==> config.mk <==
export PLATFORM = sky130hd
export DESIGN_NAME = pc_fetch_unit_flat
export DESIGN_NICKNAME = d
export VERILOG_FILES = /design/src/rtl/pc_fetch_unit_if.sv /design/src/rtl/pc_fetch_unit.sv /design/src/flat_wrapper.sv
export SDC_FILE = /design/constraint.sdc
export NUM_CORES = 1
export LEC_CHECK = 0
export BUFFER_PORTS_ARGS = -buffer_cell sky130_fd_sc_hd__clkbuf_2
export CAP_MARGIN = 5
export CORE_MARGIN = 2
export CORE_UTILIZATION = 50
export CTS_BUF_LIST = sky130_fd_sc_hd__clkbuf_4 sky130_fd_sc_hd__clkbuf_8
export DETAILED_ROUTE_END_ITERATION = 12
export GPL_TIMING_DRIVEN = 0
export HOLD_SLACK_MARGIN = 0.02
export PLACE_DENSITY_LB_ADDON = 0.05
export REMOVE_ABC_BUFFERS = 1
export SLEW_MARGIN = 20
export SYNTH_ARGS = -nofsm -noshare
export SYNTH_HDL_FRONTEND = slang
export SYNTH_SLANG_ARGS = --single-unit
==> constraint.sdc <==
create_clock -name clk -period 2.4 [get_ports clk]
set_clock_uncertainty 0.1 [all_clocks]
set_input_delay 0.12 -clock clk [delete_from_list [all_inputs] [get_ports clk]]
set_output_delay 0.12 -clock clk [all_outputs]
set_load 0.02 [all_outputs]
==> src/rtl/pc_fetch_unit_if.sv <==
// Fetch-stage bundle: redirect inputs, instruction-memory request/response and
// the decode-side valid/ready buffer. The fetch unit takes the master side.
interface pc_fetch_unit_if;
  logic        PCsrc;
  logic [31:0] pc_target;
  logic        imem_req_valid;
  logic        imem_req_ready;
  logic [31:0] imem_addr;
  logic        imem_rsp_valid;
  logic [31:0] imem_rsp_data;
  logic        if_valid;
  logic        if_ready;
  logic [31:0] if_pc;
  logic [31:0] if_instr;

  modport master (
    input  PCsrc, pc_target, imem_req_ready, imem_rsp_valid, imem_rsp_data, if_ready,
    output imem_req_valid, imem_addr, if_valid, if_pc, if_instr
  );

  modport slave (
    output PCsrc, pc_target, imem_req_ready, imem_rsp_valid, imem_rsp_data, if_ready,
    input  imem_req_valid, imem_addr, if_valid, if_pc, if_instr
  );
endinterface

==> src/rtl/pc_fetch_unit.sv <==
// Instruction fetch unit: one outstanding memory request, one-entry output
// buffer toward decode, and redirect handling that discards stale responses.
module pc_fetch_unit #(
  parameter logic [31:0] RESET_PC  = 32'h0000_0000,
  parameter logic [31:0] NOP_INSTR = 32'h0000_0013
) (
  input logic              clk,
  input logic              rst_n,
  pc_fetch_unit_if.master  fetch_io
);

  typedef enum logic [1:0] {
    FETCH = 2'd0,
    WAIT  = 2'd1,
    DROP  = 2'd2
  } state_e;

  state_e      state_q, state_d;
  logic [31:0] pc_q, pc_d;
  logic        if_valid_q, if_valid_d;
  logic [31:0] if_pc_q, if_pc_d;
  logic [31:0] if_instr_q, if_instr_d;

  logic        req_valid;
  logic        req_fire;
  logic        buf_fire;
  logic [31:0] redirect_pc;

  assign redirect_pc = {fetch_io.pc_target[31:2], 2'b00};

  // rst_n gates the request so nothing is offered while reset is held.
  assign req_valid = rst_n && (state_q == FETCH) && !fetch_io.PCsrc &&
                     (!if_valid_q || fetch_io.if_ready);
  assign req_fire  = req_valid && fetch_io.imem_req_ready;
  assign buf_fire  = if_valid_q && fetch_io.if_ready;

  assign fetch_io.imem_req_valid = req_valid;
  assign fetch_io.imem_addr      = pc_q;
  assign fetch_io.if_valid       = if_valid_q;
  assign fetch_io.if_pc          = if_pc_q;
  assign fetch_io.if_instr       = if_instr_q;

  always_comb begin
    state_d    = state_q;
    pc_d       = pc_q;
    if_valid_d = if_valid_q;
    if_pc_d    = if_pc_q;
    if_instr_d = if_instr_q;

    if (buf_fire) begin
      if_valid_d = 1'b0;
      if_instr_d = NOP_INSTR;
    end

    if (fetch_io.PCsrc) begin
      pc_d       = redirect_pc;
      if_valid_d = 1'b0;
      if_instr_d = NOP_INSTR;
      // An in-flight request left behind by a redirect must still be drained.
      case (state_q)
        FETCH:   state_d = FETCH;
        WAIT:    state_d = fetch_io.imem_rsp_valid ? FETCH : DROP;
        DROP:    state_d = fetch_io.imem_rsp_valid ? FETCH : DROP;
        default: state_d = FETCH;
      endcase
    end else begin
      case (state_q)
        FETCH: begin
          if (req_fire) state_d = WAIT;
        end
        WAIT: begin
          if (fetch_io.imem_rsp_valid) begin
            if_valid_d = 1'b1;
            if_pc_d    = pc_q;
            if_instr_d = fetch_io.imem_rsp_data;
            pc_d       = pc_q + 32'd4;
            state_d    = FETCH;
          end
        end
        DROP: begin
          if (fetch_io.imem_rsp_valid) state_d = FETCH;
        end
        default: state_d = FETCH;
      endcase
    end
  end

  always_ff @(posedge clk or negedge rst_n) begin
    if (!rst_n) begin
      state_q    <= FETCH;
      pc_q       <= RESET_PC;
      if_valid_q <= 1'b0;
      if_pc_q    <= 32'h0000_0000;
      if_instr_q <= NOP_INSTR;
    end else begin
      state_q    <= state_d;
      pc_q       <= pc_d;
      if_valid_q <= if_valid_d;
      if_pc_q    <= if_pc_d;
      if_instr_q <= if_instr_d;
    end
  end

endmodule
==> src/flat_wrapper.sv <==
// flat-port wrapper written by rule: the top's interface ports become plain ports
module pc_fetch_unit_flat 
#(
  parameter logic [31:0] RESET_PC  = 32'h0000_0000,
  parameter logic [31:0] NOP_INSTR = 32'h0000_0013
)
  (clk, rst_n, fetch_io_PCsrc, fetch_io_pc_target, fetch_io_imem_req_ready, fetch_io_imem_rsp_valid, fetch_io_imem_rsp_data, fetch_io_if_ready, fetch_io_imem_req_valid, fetch_io_imem_addr, fetch_io_if_valid, fetch_io_if_pc, fetch_io_if_instr);
  pc_fetch_unit_if fetch_io_i ();
  input logic clk;
  input logic rst_n;
  input wire logic [$bits(fetch_io_i.PCsrc)-1:0] fetch_io_PCsrc;
  input wire logic [$bits(fetch_io_i.pc_target)-1:0] fetch_io_pc_target;
  input wire logic [$bits(fetch_io_i.imem_req_ready)-1:0] fetch_io_imem_req_ready;
  input wire logic [$bits(fetch_io_i.imem_rsp_valid)-1:0] fetch_io_imem_rsp_valid;
  input wire logic [$bits(fetch_io_i.imem_rsp_data)-1:0] fetch_io_imem_rsp_data;
  input wire logic [$bits(fetch_io_i.if_ready)-1:0] fetch_io_if_ready;
  output wire logic [$bits(fetch_io_i.imem_req_valid)-1:0] fetch_io_imem_req_valid;
  output wire logic [$bits(fetch_io_i.imem_addr)-1:0] fetch_io_imem_addr;
  output wire logic [$bits(fetch_io_i.if_valid)-1:0] fetch_io_if_valid;
  output wire logic [$bits(fetch_io_i.if_pc)-1:0] fetch_io_if_pc;
  output wire logic [$bits(fetch_io_i.if_instr)-1:0] fetch_io_if_instr;
  assign fetch_io_i.PCsrc = fetch_io_PCsrc;
  assign fetch_io_i.pc_target = fetch_io_pc_target;
  assign fetch_io_i.imem_req_ready = fetch_io_imem_req_ready;
  assign fetch_io_i.imem_rsp_valid = fetch_io_imem_rsp_valid;
  assign fetch_io_i.imem_rsp_data = fetch_io_imem_rsp_data;
  assign fetch_io_i.if_ready = fetch_io_if_ready;
  assign fetch_io_imem_req_valid = fetch_io_i.imem_req_valid;
  assign fetch_io_imem_addr = fetch_io_i.imem_addr;
  assign fetch_io_if_valid = fetch_io_i.if_valid;
  assign fetch_io_if_pc = fetch_io_i.if_pc;
  assign fetch_io_if_instr = fetch_io_i.if_instr;
  pc_fetch_unit #(.RESET_PC(RESET_PC), .NOP_INSTR(NOP_INSTR)) u_core (.clk(clk), .rst_n(rst_n), .fetch_io(fetch_io_i));
endmodule
; ---- Word-level counts from Yosys, hierarchy flattened
; Index checks and enable logic that the tools add are counted.
[op_classes]
n_addsub = 1
n_eq_ne = 4
mux = 17
bitwise = 1
reduce_logical = 15
[ops]
columns = op, n
row1 = $mux 32, 7
row2 = $add 32x3->32 const B, 1
row3 = $mux 2, 5
row4 = $logic_and 1x1->1, 5
row5 = $mux 1, 4
row6 = $pmux 2 s2, 1
row7 = $reduce_and 2->1, 2
row8 = $reduce_bool 2->1, 2
row9 = $ne 3x1->1 const B, 1
row10 = $ne 3x2->1 const B, 1
row11 = $reduce_and 3->1, 1
row12 = $eq 2x1->1 const B, 1
row13 = $eq 2x2->1 const B, 1
row14 = $logic_not 1->1, 2
row15 = $logic_not 2->1, 1
row16 = $reduce_or 2->1, 1
row17 = $logic_or 1x1->1, 1
row18 = $not 1->1, 1
[totals]
regBits = 99
input_bits = 70
out_inout_bits = 98
word_cells = 43

; ---- Longest topological paths before layout
[depth]
depth_word = 8
ltp_mapped = 8
ltp_nobuf = 6

; ---- Worst setup path before layout
; OpenSTA, ideal clock, no wires.
[synth_timing]
kind = reg2reg
startpoint = register u_core.state_q[1]
endpoint = register u_core.pc_q[31] (netlist: u_core.fetch_io.imem_addr[31])
setup_time_ps = 82
arrival_ps = 2015
t_required_ps = 2218
slack_ps = 203
stages_incl_launch_ff = 8
path_buffers = 1
synth_period_minus_slack_ps = 2197
path_cell_list = dfrtp_1 > inv_1 > ha_1 > nand3_1 > or4_1 > buf_2 > or4_1 > a31oi_1
[synth_between]
elab_chain_cells = 3
[synth_lines]
columns = item, line_no
row1 = start: declaration, pc_fetch_unit.sv:18  ; state_e state_q, state_d;
row2 = start signal: assignment, pc_fetch_unit.sv:96  ; state_q <= state_d;
row3 = $eq 2x1->1, pc_fetch_unit.sv:67  ; case (state_q)
row4 = $reduce_bool 2->1 (no line), n/a
row5 = $reduce_and 2->1 (no line), n/a
row6 = end signal: assignment, pc_fetch_unit.sv:97  ; pc_q <= pc_d;
row7 = end: declaration, pc_fetch_unit.sv:19  ; logic [31:0] pc_q, pc_d;
; No other way between the ends.
; A chain may end at the register's enable or synchronous reset.

; ---- Worst setup path in the final report
; Same ends and word-level chain as after synthesis.

==> impl_metrics.tcl <==
set metrics [dict create \
    post_cts_buffers 0 \
    final_area_mm2 0.006018 \
    hold_violations 0 \
    use_met3_pct 3.759 \
    grt.overflow.total 0 \
    p_total_mw 4.605 \
    synth_common_cells "nand2_1 (106), dfrtp_1 (92), a22o_1 (29)" \
    max_slew_margin_pct 28.73 \
    clk_pin_slew_ps 100 \
    portBuffers 161 \
    cp.required_ps 2580 \
    io_pins 168 \
    finalCritPeriodShare_pct 93.44 \
    dp_slack_ps -438.8 \
    gp_congestion 0.7877 \
    track_usage_pct 25.36 \
    yosys.cell_count.top_type "nand2_1" \
    clock_path_buffers 2 \
    routed_wl_mm 11.25 \
    drtIter0Drc 130 \
    rsz0062_at_grt "false" \
    yosys-top-cells-area "dfrtp_1 (55%), nand2_1 (9.4%), a22o_1 (6.0%)" \
    worst_setup_path_start_kind "register" \
    die_h_um 95.86 \
    swShare_pct 34.84 \
    synthFlopType "dfrtp_1" \
    maxCapViolCount 0 \
    htree_levels 3 \
    ys_seq_elements 95 \
    powerDensity_mw_per_mm2 765.2 \
    grt_max_degree 68 \
    fin_nets 709 \
    ant_nets 0 \
    dpl.hpwl_mm 7.145 \
    placed_area_mm2 0.005109 \
    yosysUniqueCellTypes 44 \
    layout_setup_ws_ps 157.4 \
    synth-edff-count 0 \
    crit_fanout 8 \
    outcome "completed" \
    vias 3955 \
    ys_seq_area_share_pct 56.44 \
    remaining_drc_errors 0 \
    rows 33 \
    synth_top_cell_area_share_pct 54.57 \
    cts_buffers 9 \
    gr-usage-met2_pct 41.03 \
    crit_arrival_ps 2420 \
    antenna_cells 0 \
    worst_pin_slew_ps 1069 \
    setup_tns_ps 0 \
    power_frac_seq_pct 46.0 \
    root_buffer "clkbuf_8" \
    p_switching_mw 1.605 \
    whs_ps 97.88 \
    die_area_mm2 0.009189 \
    async_reset_ff_share_pct 100.0 \
    grt_antenna_before_repair 0 \
    crit_type "reg -> reg" \
    power.leakage_nw 2.975 \
    syn2layout_area_growth_pct 42.65 \
    first_global_vias 3712 \
    cts_tree "built" \
    routedWlPerCell_um 15.07 \
    p_int_mw 3.001 \
    core-area_mm2 0.008217 \
    synth_top_area_cell "dfrtp_1" \
    netlist_area_mm2 0.004219 \
    finalMaxSlewViolations 0 \
    endpoint_kind "register" \
    syn_inst 424 \
    cts.sinks 95 \
    start_util_pct 51.35 \
    p_comb_share_pct 28.5 \
    layout-drive-gt1-share_pct 30.73 \
    via_per_inst 5.302 \
    ys_warn_count 0 \
    busiest_layer "met2" \
    clock_latency_ps 350 \
    min_path_type "in -> async" \
    grt_pass1_wl_mm 18.04 \
    period_needed_ps 2243 \
    dr.pass1.iters 4 \
    die_x_um 95.86 \
    final-setup-viol-count 0 \
    syn_area_per_cell_um2 9.951 \
    grt_use_met1_pct 34.87 \
    p_clk_share_pct 25.6 \
    fmax_mhz 445.9 \
    peakVddDrop_uv 489.5 \
]
[per-stage QoR]
stage                     instances  util [%]
after CTS                       745     72.97
after global routing            746     73.25
after detailed placement        665     62.17
after floorplan                 397         -
final                           746     73.25
after global placement          663     61.28
[final timing paths]
path,from,endpoint,slack (ps),depth (start not counted)
setup / recovery,u_core.state_q[1],u_core.fetch_io.imem_addr[31],160,6
hold / removal,rst_n,u_core.fetch_io.if_instr[7],100,2
setup reg to reg,u_core.state_q[1],u_core.fetch_io.imem_addr[31],160,6
hold reg to reg,u_core.fetch_io.if_pc[31],u_core.fetch_io.if_pc[31],380,2
max in group asynchronous,rst_n,u_core.fetch_io.imem_addr[30],1480,3
min in group clk,fetch_io_imem_req_ready,u_core.state_q[1],100,4
[power by group through the flow]
| stage | clock [mW] | sequential (mW) | combinational (mW) |
|---|---|---|---|
| 2_1_floorplan | 0 | 2.50 | 0.341 |
| 3_3_place_gp | 0 | 2.13 | 1.20 |
| 3_5_place_dp | 0 | 2.14 | 1.23 |
| 4_1_cts | 1.21 | 2.11 | 1.31 |
| 5_1_grt | 1.27 | 2.17 | 1.46 |
| 6_report | 1.18 | 2.12 | 1.31 |
[critical path, stage by stage (launching register included)]
cell and delay (ps):
dfrtp_1 370, inv_1 130, ha_4 190, nand3_1 140, or4_4 610, or4_1 480
a31oi_1 160
[metal layers]
metal  vias up  share of wire (%)
met5         -                  0
met4         0                1.6
met3        14                5.7
met2       124                 48
met1      1895                 44
li1       1922                  -
[registers in the layout, indices dropped and copies added (netlist names)]
register	count
u_core.fetch_io.if_instr	32
u_core.fetch_io.if_pc	30
u_core.fetch_io.if_valid	1
u_core.fetch_io.imem_addr	30
u_core.state_q	2
[what timing repair did]
action | in CTS | in global routing
hold buffers | 64 | 0
setup endpoints to repair | 13 | 38
pin swaps | 0 | 1
resized for setup | 5 | 3
hold endpoints to repair | 158 | 0
cloned | 0 | 1
[placed cells by master (no fill, tap or decap), drive strengths merged, types with 4 or more instances in the layout]
cell and count:
a22o 29, nand4 8, o31ai 8, or4 13, clkinvlp 4, xnor2 9
clkbuf 171, nor4 7, nand3 19, a31oi 11, dfrtp 92, dlygate4sd3 64
nand2 106, inv 11, nor2 14, o21ai 20, conb 4, nor3 4
[final cells by class]
class	count	area, µm²
Sequential cell	95	2381
Fill cell	637	2198
Multi-Input combinational cell	292	1725
Timing Repair Buffer	227	1510
Clock buffer	10	131.4
Tap cell	105	131.4
Clock inverter	6	92.59
Inverter	10	41.29
Timing Repair inverter	1	5.005
[cells by family after synthesis]
kind of cell | after synthesis | share of synthesized area [%]
mux | 1 | 0.2373
buf+inv | 40 | 4.033
flops | 95 | 56.44
other cells | 1 | 0.08888
simple gates | 186 | 20.97
fa+ha+maj | 3 | 0.8898
xor+xnor | 12 | 2.491
compound gates | 86 | 14.86
No activity file was read; power rests on OpenSTA's default activity.
